==> src/rtl/int_wb_arbiter.sv <==
// Round-robin arbiter sharing the integer register-file write port among NUM_REQ
// writeback sources, with one registered output stage and a contention counter.
module int_wb_arbiter #(
  parameter int unsigned NUM_REQ = 4,
  parameter int unsigned AW      = 5,
  parameter int unsigned DW      = 32
) (
  input  logic                       clk,
  input  logic                       rst,
  input  logic [NUM_REQ-1:0]         req_valid_i,
  input  logic [NUM_REQ*AW-1:0]      req_addr_i,
  input  logic [NUM_REQ*DW-1:0]      req_data_i,
  output logic [NUM_REQ-1:0]         req_ready_o,
  input  logic                       flush_i,
  output logic                       wr_enable_o,
  output logic [AW-1:0]              wr_addr_o,
  output logic [DW-1:0]              wr_data_o,
  output logic                       grant_valid_o,
  output logic [$clog2(NUM_REQ)-1:0] grant_id_o,
  output logic [15:0]                conflict_cnt_o
);

  localparam int unsigned IdW = $clog2(NUM_REQ);
  localparam logic [IdW:0]   NumReqW = (IdW+1)'(NUM_REQ);
  localparam logic [IdW-1:0] LastIdx = IdW'(NUM_REQ - 1);

  logic [IdW-1:0]     rr_ptr_q, rr_ptr_d;
  logic               wr_enable_q, grant_valid_q;
  logic [AW-1:0]      wr_addr_q;
  logic [DW-1:0]      wr_data_q;
  logic [IdW-1:0]     grant_id_q;
  logic [15:0]        conflict_q;

  logic [NUM_REQ-1:0] grant_oh;
  logic [IdW-1:0]     grant_idx;
  logic               grant_found;
  logic [IdW:0]       scan_sum;
  logic [IdW-1:0]     scan_idx;
  logic [AW-1:0]      win_addr;
  logic [DW-1:0]      win_data;
  logic               multi_valid;

  // Circular scan starting at rr_ptr_q; first valid requester wins.
  always_comb begin
    grant_oh    = '0;
    grant_idx   = '0;
    grant_found = 1'b0;
    scan_sum    = '0;
    scan_idx    = '0;
    if (!flush_i) begin
      for (int k = 0; k < NUM_REQ; k++) begin
        scan_sum = {1'b0, rr_ptr_q} + (IdW+1)'(k);
        if (scan_sum >= NumReqW) begin
          scan_sum = scan_sum - NumReqW;
        end
        scan_idx = scan_sum[IdW-1:0];
        if (!grant_found && req_valid_i[scan_idx]) begin
          grant_found        = 1'b1;
          grant_oh[scan_idx] = 1'b1;
          grant_idx          = scan_idx;
        end
      end
    end
  end

  always_comb begin
    win_addr = '0;
    win_data = '0;
    for (int i = 0; i < NUM_REQ; i++) begin
      if (grant_oh[i]) begin
        win_addr = req_addr_i[i*AW +: AW];
        win_data = req_data_i[i*DW +: DW];
      end
    end
  end

  always_comb begin
    rr_ptr_d = rr_ptr_q;
    if (grant_found) begin
      rr_ptr_d = (grant_idx == LastIdx) ? '0 : grant_idx + 1'b1;
    end
  end

  assign multi_valid = ($countones(req_valid_i) > 1);

  always_ff @(posedge clk) begin
    if (rst) begin
      rr_ptr_q      <= '0;
      wr_enable_q   <= 1'b0;
      wr_addr_q     <= '0;
      wr_data_q     <= '0;
      grant_valid_q <= 1'b0;
      grant_id_q    <= '0;
      conflict_q    <= '0;
    end else begin
      rr_ptr_q      <= rr_ptr_d;
      grant_valid_q <= grant_found;
      // x0 writes complete the handshake but never reach the register file.
      wr_enable_q   <= grant_found && (win_addr != '0);
      if (grant_found) begin
        wr_addr_q  <= win_addr;
        wr_data_q  <= win_data;
        grant_id_q <= grant_idx;
      end
      if (multi_valid && (conflict_q != 16'hFFFF)) begin
        conflict_q <= conflict_q + 16'd1;
      end
    end
  end

  assign req_ready_o    = grant_oh;
  assign wr_enable_o    = wr_enable_q;
  assign wr_addr_o      = wr_addr_q;
  assign wr_data_o      = wr_data_q;
  assign grant_valid_o  = grant_valid_q;
  assign grant_id_o     = grant_id_q;
  assign conflict_cnt_o = conflict_q;

endmodule

==> config.mk <==
export PLATFORM = sky130hd
export DESIGN_NAME = int_wb_arbiter
export DESIGN_NICKNAME = d
export VERILOG_FILES = /design/src/rtl/int_wb_arbiter.sv
export SDC_FILE = /design/constraint.sdc
export NUM_CORES = 1
export LEC_CHECK = 0
export ABC_AREA = 1
export CORE_AREA = 2 2 102 104
export DETAILED_ROUTE_END_ITERATION = 8
export DIE_AREA = 0 0 104 106
export DONT_BUFFER_PORTS = 1
export MAX_ROUTING_LAYER = met4
export PLACE_DENSITY = 0.56
export SLEW_MARGIN = 10
export SYNTH_ARGS = -nofsm -noshare
export SYNTH_HDL_FRONTEND = slang
export SYNTH_SLANG_ARGS = --single-unit
==> constraint.sdc <==
create_clock -name clk -period 5 [get_ports clk]
set_input_delay 1.5 -clock clk [delete_from_list [all_inputs] [get_ports clk]]
set_output_delay 1.5 -clock clk [all_outputs]
set_load 0.01 [all_outputs]
==> impl_metrics.py, run 1 <==
metrics = {
    "finish": {
        "multi_input_area_mm2": 0.00230,
        "mostFrequentLayoutCells": "nand2_1 (174), nand3_1 (79), dfxtp_1 (59), inv_1 (45), a31oi_1 (33)",
        "regArea_mm2": 0.00118,
        "final_cells": 702,
        "final_layout_size_suffix_gt1_share_pct": 9.19,
        "fin_nets": 726,
        "syn2layout_area_growth_pct": 6.68,
        "final_common_cell": "nand2_1",
        "n_antenna_cell": 0,
        "fillers": 1086,
    },
    "worst_setup_path": {
        "ff2ff_path_depth": 17,
        "r2r_start": "rr_ptr_q[0]$_SDFFE_PP0P_",
        "regToRegEndpoint": "wr_enable_o$_SDFF_PP0_",
        "required_ns": 3.50,
        "critical_path.startpoint_type": "primary input",
        "crit_fanout": 8,
        "path_class": "in2out",
        "cp-end-kind": "primary output",
        "cp_data_arrival_time_ns": 2.61,
        "r2r_slack_ns": 1.55,
    },
    "route": {
        "wire_per_inst_um": 17.4,
        "via_per_inst": 5.55,
        "drtIter0Drc": 203,
        "first_pass_iters": 6,
        "routed_wl_mm": 12.2,
        "drtAntennaViolNets": 0,
        "num_vias": 3893,
        "drc": 0,
    },
    "min_path": {
        "min_from": "grant_id_o[1]$_SDFFE_PP0P_",
        "whs_path_depth": 2,
        "hp-class": "reg2reg",
        "min_to": "grant_id_o[1]$_SDFFE_PP0P_",
    },
    "timing": {
        "period_share_pct": 82.2,
        "setup_ws_ns": 0.889,
        "holdWs_ns": 0.509,
        "tightest_slew_ns": 0.981,
        "period_needed_ns": 4.11,
        "fin_skew_ns": 0.0131,
        "finalSetupViolCount": 0,
        "max_slew_margin_pct": 34.4,
        "fmax_mhz": 243,
        "fin_setup_tns_ns": 0,
        "hold_viol_final": 0,
        "finalMaxSlewViolations": 0,
        "rsz0062_at_grt": "no",
    },
    "power_and_ir_drop": {
        "p_sw_uw": 1360,
        "clkPwrFrac_pct": 18.2,
        "internal_power_uw": 1390,
        "sequentialPowerShare_pct": 32.3,
        "power_density_mw_per_mm2": 669,
        "combPwrFrac_pct": 49.5,
        "swShare_pct": 49.4,
        "p_leak_uw": 0.00169,
        "peakVddDrop_mv": 0.225,
    },
    "logic_synthesis": {
        "yosysUniqueCellTypes": 36,
        "syn_area_mm2": 0.00386,
        "yosysWarnings": 0,
        "synthesis.nets": 743,
        "syn_area_per_cell_um2": 6.67,
        "ys_top_cells_by_area": "dfxtp_1 (31%), nand2_1 (17%), nand3_1 (10%)",
        "synth.largest_area_cell": "dfxtp_1",
        "synth_seq_area_share_pct": 30.6,
        "yosys_register_bits": 59,
        "syn_inst": 578,
        "netlist.area_leader.share_pct": 30.6,
    },
    "floorplanning": {
        "die-area_mm2": 0.0110,
        "start_util_pct": 38.6,
        "die_y_um": 106,
        "rows": 37,
        "ioPinCount": 216,
        "die_x_um": 104,
        "core_area_mm2": 0.0100,
    },
    "cts": {
        "path_clk_slew_ns": 0.07,
        "cts_inserted_buffers": 9,
        "clock_latency_ns": 0.34,
        "post_cts_buffers": 0,
        "cts_resized": 0,
        "ctsRootBufferMaster": "clkbuf_8",
        "cts_tree": "yes",
        "clock-sinks": 59,
        "ctsHoldBuffers": 0,
        "htree_levels": 3,
        "cts_buffer_depth": 2,
    },
    "placed_design": {
        "hpwlAfterDp_mm": 8.98,
        "dp_worst_setup_slack_ns": 0.884,
        "dpl.cell_count": 686,
        "gp_congestion": 0.894,
        "port_buffers": 0,
    },
    "grt": {
        "grtUsageTotal_pct": 22.3,
        "grt_pass1_vias": 3744,
        "busiest_layer": "met2",
        "grt_use_met1_pct": 23.9,
        "grt_antenna_before_repair": 0,
        "use_met2_pct": 39.8,
        "grt_pass1_wl_mm": 18.9,
        "grt_use_met3_pct": 5.33,
        "grt_max_degree": 72,
        "grt-ovfl-total": 0,
    },
    "flow_run": {
        "drv_cap": 0,
    },
    "run_status": {
        "outcome": "finished clean",
    },
}
## critical path, stage by stage
cell and delay, ns:
inv_1 0.07, nand2_1 0.09, nand3_2 0.15, nand2_4 0.10, nor2_8 0.16, nand2_1 0.10, nor2_2 0.10, nor2_2 0.05
nand2_4 0.08, nand2_4 0.05, inv_1 0.15
## power by group through the flow
stage                     sequential [µW]  clock (µW)  combinational (µW)
after floorplan                       831           0                1140
after global routing                  904         537                1550
after global placement                898           0                1340
after CTS                             889         515                1380
final                                 888         500                1360
after detailed placement              896           0                1380
## per-stage QoR
step	total power, µW	instance area, µm²	utilization [%]
CTS	2780	4110	41.1
detailed placement	2270	3890	38.9
finish	2750	4110	41.1
floorplan	1980	3860	-
global route	3000	4110	41.1
global placement	2240	3890	38.9
## final cells by class
class,count,area share [%]
timing repair buffer,6,1.09
clock buffer,9,3.01
multi-input combinational,434,56.0
inverter,51,4.65
sequential,59,28.7
clock inverter,7,2.43
tap,136,4.14
## worst max-delay path by stage
| stage | start | endpoint | slack (ns) |
|---|---|---|---|
| 2_1_floorplan | req_valid_i[3] | req_ready_o[2] | 0.75 |
| 3_3_place_gp | req_valid_i[3] | req_ready_o[2] | 0.92 |
| 3_5_place_dp | req_valid_i[3] | req_ready_o[2] | 0.88 |
| 4_1_cts | req_valid_i[3] | req_ready_o[2] | 0.88 |
| 5_1_grt | req_valid_i[3] | req_ready_o[2] | 0.77 |
| 6_report | req_valid_i[3] | req_ready_o[2] | 0.89 |
## state kept, by name (all words and copies together) (netlist names)
name	flops
rr_ptr_q	2
wr_addr_o	5
wr_enable_o	1
grant_valid_o	1
grant_id_o	2
wr_data_o	32
conflict_cnt_o	16
## metal layers
metal / up-vias / routed length [µm]
met2: 177 / 6140
met5: - / 0
met3: 21 / 910
met1: 1762 / 4840
met4: 0 / 311
li1: 1933 / -
## cells in the mapped netlist
master / number
buf_6: 3
xor2_1: 2
a21boi_1: 3
nor3_1: 7
a31oi_1: 33
nand3_1: 79
inv_2: 6
ha_1: 9
nor2_2: 2
nor3b_1: 2
nor2_1: 16
nand2_1: 174
o211ai_1: 32
dfxtp_1: 59
a21boi_0: 1
o21a_1: 4
o21ai_0: 11
nor2_8: 1
o21ai_1: 2
nand4_1: 7
buf_2: 22
nor2_4: 1
o2111ai_1: 1
buf_4: 1
nand2_2: 5
a22oi_1: 1
nand3_2: 10
buf_1: 1
clkbuf_1: 7
a21oi_1: 20
nand2_4: 3
fa_1: 1
nor4_1: 2
inv_1: 45
a21oi_2: 2
nand3b_1: 3
## cells by family after synthesis
group	count (synthesis)	share of synthesized area, %
buf+inv	85	9.67
fa+ha+maj	10	3.44
compound gates	110	18.3
simple gates	312	37.5
flops	59	30.6
xor+xnor	2	0.454
(Power assumes the default switching activity.)
==> run 2: changes to the inputs <==
==> constraint.sdc (replaced) <==
create_clock -name clk -period 4.2 [get_ports clk]
set_input_delay 1.26 -clock clk [delete_from_list [all_inputs] [get_ports clk]]
set_output_delay 1.26 -clock clk [all_outputs]
set_load 0.01 [all_outputs]
==> impl_metrics.py, run 2 (same netlist as run 1, synthesis figures left out) <==
metrics = {
    "min_path": {
        "hp-class": "reg2reg",
        "whs_path_depth": 2,
    },
    "worst_setup_path": {
        "crit_fanout": 10,
        "cp-end-kind": "primary output",
        "critical_path.startpoint_type": "flop",
        "cp_data_arrival_time_ns": 2.42,
        "path_class": "reg2out",
        "ff2ff_path_depth": 17,
        "required_ns": 2.94,
    },
    "floorplanning": {
        "die_y_um": 106,
        "die_x_um": 104,
        "start_util_pct": 38.6,
        "core_area_mm2": 0.0100,
        "die-area_mm2": 0.0110,
        "ioPinCount": 216,
        "rows": 37,
    },
    "cts": {
        "path_clk_slew_ns": 0.06,
        "cts_inserted_buffers": 9,
        "htree_levels": 3,
        "clock_latency_ns": 0.34,
        "cts_tree": "yes",
        "post_cts_buffers": 0,
        "cts_resized": 0,
        "cts_buffer_depth": 2,
        "ctsRootBufferMaster": "clkbuf_8",
        "ctsHoldBuffers": 0,
        "clock-sinks": 59,
    },
    "route": {
        "wire_per_inst_um": 17.8,
        "drc": 0,
        "drtIter0Drc": 245,
        "first_pass_iters": 6,
        "via_per_inst": 5.69,
        "drtAntennaViolNets": 0,
        "num_vias": 4011,
        "routed_wl_mm": 12.5,
    },
    "timing": {
        "period_share_pct": 87.6,
        "fin_skew_ns": 0.00984,
        "finalSetupViolCount": 0,
        "fmax_mhz": 272,
        "period_needed_ns": 3.68,
        "rsz0062_at_grt": "no",
        "finalMaxSlewViolations": 0,
        "max_slew_margin_pct": 56.2,
        "hold_viol_final": 0,
        "fin_setup_tns_ns": 0,
        "tightest_slew_ns": 0.656,
    },
    "finish": {
        "fin_nets": 729,
        "mostFrequentLayoutCells": "nand2_1 (174), nand3_1 (79), dfxtp_1 (59), inv_1 (45), a31oi_1 (33)",
        "largest_reg_flops": 32,
        "fillers": 1083,
        "final_common_cell": "nand2_1",
        "syn2layout_area_growth_pct": 7.33,
        "final_layout_size_suffix_gt1_share_pct": 9.67,
        "final_design_area_no_fill_mm2": 0.00414,
        "n_antenna_cell": 0,
    },
    "placed_design": {
        "gp_congestion": 0.910,
        "hpwlAfterDp_mm": 9.32,
        "placed_area_mm2": 0.00391,
        "port_buffers": 0,
    },
    "power_and_ir_drop": {
        "power_density_mw_per_mm2": 796,
        "peakVddDrop_mv": 0.262,
        "internal_power_uw": 1680,
        "combPwrFrac_pct": 49.9,
        "sequentialPowerShare_pct": 32.1,
        "clkPwrFrac_pct": 18.0,
        "p_leak_uw": 0.00171,
        "p_sw_uw": 1610,
        "swShare_pct": 48.9,
    },
    "grt": {
        "grt_antenna_before_repair": 0,
        "grt_max_degree": 45,
        "grt_pass1_vias": 3986,
        "grtUsageTotal_pct": 23.1,
        "grt-ovfl-total": 0,
        "grt_pass1_wl_mm": 19.7,
    },
    "flow_run": {
        "drv_cap": 0,
    },
    "run_status": {
        "outcome": "finished clean",
    },
}
[run 2: path summary, 6_finish.rpt]
path / from / to / slack, ns
min: grant_id_o[1]$_SDFFE_PP0P_ / grant_id_o[1]$_SDFFE_PP0P_ / 0.51
max: rr_ptr_q[0]$_SDFFE_PP0P_ / req_ready_o[2] / 0.52
min reg2reg: grant_id_o[1]$_SDFFE_PP0P_ / grant_id_o[1]$_SDFFE_PP0P_ / 0.51
max reg2reg: rr_ptr_q[0]$_SDFFE_PP0P_ / wr_enable_o$_SDFF_PP0_ / 0.92
[run 2: layout make-up]
cell class              count  area, µm²  share of cell area, %
multi-input cells         434       2300                   55.6
flip-flops and latches     59       1180                   28.5
inverters                  51        191                   4.63
well taps                 136        170                   4.11
clock buffers              10        138                   3.33
clock inverters             6       88.8                   2.15
repair buffers              9       67.6                   1.63
[run 2: critical path: stages, from the launching register on]
cell     delay (ns)
dfxtp_1        0.56
inv_2          0.18
ha_1           0.43
inv_1          0.10
nand2_1        0.09
nand2_2        0.08
nor2_8         0.13
nand3_2        0.10
inv_2          0.08
nand2_2        0.06
nand2_4        0.09
nand2_4        0.06
inv_1          0.11
[run 2: per-layer routing]
| layer | vias up | track usage [%] | wire, µm |
|---|---|---|---|
| met5 | - | - | 0 |
| met4 | 0 | 11.4 | 420 |
| met3 | 29 | 4.90 | 941 |
| met2 | 194 | 40.8 | 6360 |
| met1 | 1854 | 24.8 | 4810 |
| li1 | 1934 | - | - |
[run 2: power by group through the flow]
stage	Combinational, µW	Sequential, µW	Clock, µW
final	1640	1060	592
after global routing	1880	1080	632
after CTS	1660	1060	609
after detailed placement	1650	1070	0
after global placement	1620	1070	0
after floorplan	1360	989	0
[run 2: metrics by stage]
stage                     power, µW  cells  setup WS, ns  hold WS, ns  utilization (%)
after floorplan                2350    578         0.433        0.488                -
after global placement         2690    689         0.582        0.496             39.1
after detailed placement       2720    689         0.453        0.504             39.1
after CTS                      3330    705         0.489        0.515             41.4
after global routing           3590    705         0.281        0.547             41.4
final                          3300    705         0.521        0.510             41.4
==> edit: new RTL, flow settings as in run 1 <==
Register the output `conflict_cnt_o` once more, cleared by the reset; this adds one clock of latency there. The other outputs are not delayed to match.
--- a/src/rtl/int_wb_arbiter.sv
+++ b/src/rtl/int_wb_arbiter.sv
@@ -114,7 +114,13 @@
   assign wr_data_o      = wr_data_q;
   assign grant_valid_o  = grant_valid_q;
   assign grant_id_o     = grant_id_q;
-  assign conflict_cnt_o = conflict_q;
+  always_ff @(posedge clk) begin
+    if (rst) begin
+      conflict_cnt_o <= '0;
+    end else begin
+      conflict_cnt_o <= conflict_q;
+    end
+  end
 
 endmodule
 
Check against the original RTL: not equivalent (a bounded check fails within 4 cycles, from zero or initial values and one cycle with rst high).
==> edit against run 1 <==
  * Setup slack lost 0.034 ns
  * Sequential cell count is 16 higher
  * Routed wire length up 3.9%
  * Area after synthesis increased by 22%
  * Design area rose by 18%
  * Final cell count rose by 5.8%
  * Core utilization is 7.5 points higher
  * Combinational power down 7%
  * Total power shrank 5.9%
  * Clock power down 10%
  * Sequential share of layout area rose by 2.2 points
  * Critical path type unchanged
  * Largest cell class unchanged
==> edit: results (changes against run 1) <==
stage	metric	value	unit	change
run_status	status	complete, no violations		
cells_and_area	fillers	1038		-4.4%
power	Int Pwr	0.00134	W	-4.0%
cells_and_area	clk tree area frac	0.0376		-0.0169
cells_and_area	Inverters	61		+20%
synth	Synth Area in XOR/XNOR	0.00374		-0.000805
synth	Cells after Synth	622		+7.6%
synth	Area contributors post-synth	dfxtp_1 32%, nand2_1 11%, o211ai_2 8.0%		
route	vias per cell	5.59		+0.89%
worst_hold_path	WHS Endpoint	conflict_cnt_o[15]$_SDFF_PP0_		
synth	leading cell types by count after synthesis	140 x nand2_1, 75 x dfxtp_1, 55 x inv_1		
cells_and_area	Multi-In Gates	449		+3.5%
sta	post-route setup slack	0.855	ns	-0.0335 ns
placed_design	DP Wirelength	9350	µm	+4.1%
placed_design	DP Cell Count	727		+6.0%
synth	fraction of registers with async set/reset	0		unchanged
placed_design	dpl ws	0.871	ns	-0.0124 ns
global_routing	first-pass GRT wire length	20200	µm	+6.7%
synth	syn nets	787		+5.9%
global_routing	GRT Resource Usage Total	0.235		+0.0117
placed_design	Final Wtd Congestion	0.890		-0.40%
cells_and_area	Signal buffers	6		unchanged
power	Max VDD drop	0.196	mV	-13%
critical_path	Critical Path AT	2.64	ns	+0.03 ns
sta	Setup Skew	0.00665	ns	-0.00643 ns
critical_path	end of the critical path	req_ready_o[1]		
cells_and_area	max reg flops	32		unchanged
clocking	clock sink count	75		+27%
synth	Adder-Cell Fraction of Synth Area	0.0283		-0.00610
power	Clk. pwr	0.000448	W	-10%
clocking	Clock Path Buffers	2		unchanged
synth	post-synth cell types	44		+22%
route	First DRT Iteration DRCs	209		+3.0%
critical_path	path depth of the worst reg2reg path	19		+2
worst_hold_path	hold_sp	conflict_q[15]$_SDFFE_PP0P_		
power	Leak	2.06	nW	+22%
global_routing	vias in the first global route	4080		+9.0%
critical_path	Critical R2R Capture	wr_enable_o$_SDFF_PP0_		
route	final wirelength	12700	µm	+3.9%
synth	part of the Yosys area used for sequential elements	0.320		+0.0140
cells_and_area	multi-input logic area	2730	µm²	+19%
route	DR WL/cell	17.1	µm	-1.8%
synth	Compound-Gate Fraction of Synth Area	0.265		+0.0818
global_routing	GRT overflow	0		unchanged
power	Seq power	0.000869	W	-2%
sta	Slew @ Worst Pin	1.09	ns	+0.109 ns
critical_path	Critical-path top delay cell	nand3_2		
route	drt pass-1 iters	4		-2
cells_and_area	layout cells sized above 1	0.216		+0.124
clocking	post-cts sizing count	0		unchanged
critical_path	Max stage delay on crit path	0.21	ns	+0.05 ns
cells_and_area	fraction of area in registers	0.309		+0.0217
critical_path	maximum fanout along the worst path	7		-1
critical_path	Reg2Reg Setup Slack	1.39	ns	-0.16 ns
cells_and_area	Non-clock buffer share	0.00926		-0.00168
cells_and_area	final net count	767		+5.6%
-- edit: per-stage QoR --
| step | hold slack [ns] | instance area [µm²] | total power (W) | util |
|---|---|---|---|---|
| after global routing | 0.500 | 4860 | 0.00280 | 0.486 |
| after CTS | 0.480 | 4860 | 0.00261 | 0.486 |
| after global placement | 0.463 | 4680 | 0.00214 | 0.468 |
| after floorplan | 0.436 | 4690 | 0.00196 | - |
| final | 0.477 | 4860 | 0.00259 | 0.486 |
| after detailed placement | 0.467 | 4680 | 0.00216 | 0.468 |
-- edit: layer usage --
| metal | GRT usage | vias to the layer above | share of wire |
|---|---|---|---|
| li1 | - | 2045 | - |
| met1 | 0.274 | 1916 | 0.42 |
| met2 | 0.392 | 169 | 0.49 |
| met3 | 0.0589 | 27 | 0.065 |
| met4 | 0.0917 | 0 | 0.032 |
| met5 | - | - | 0 |
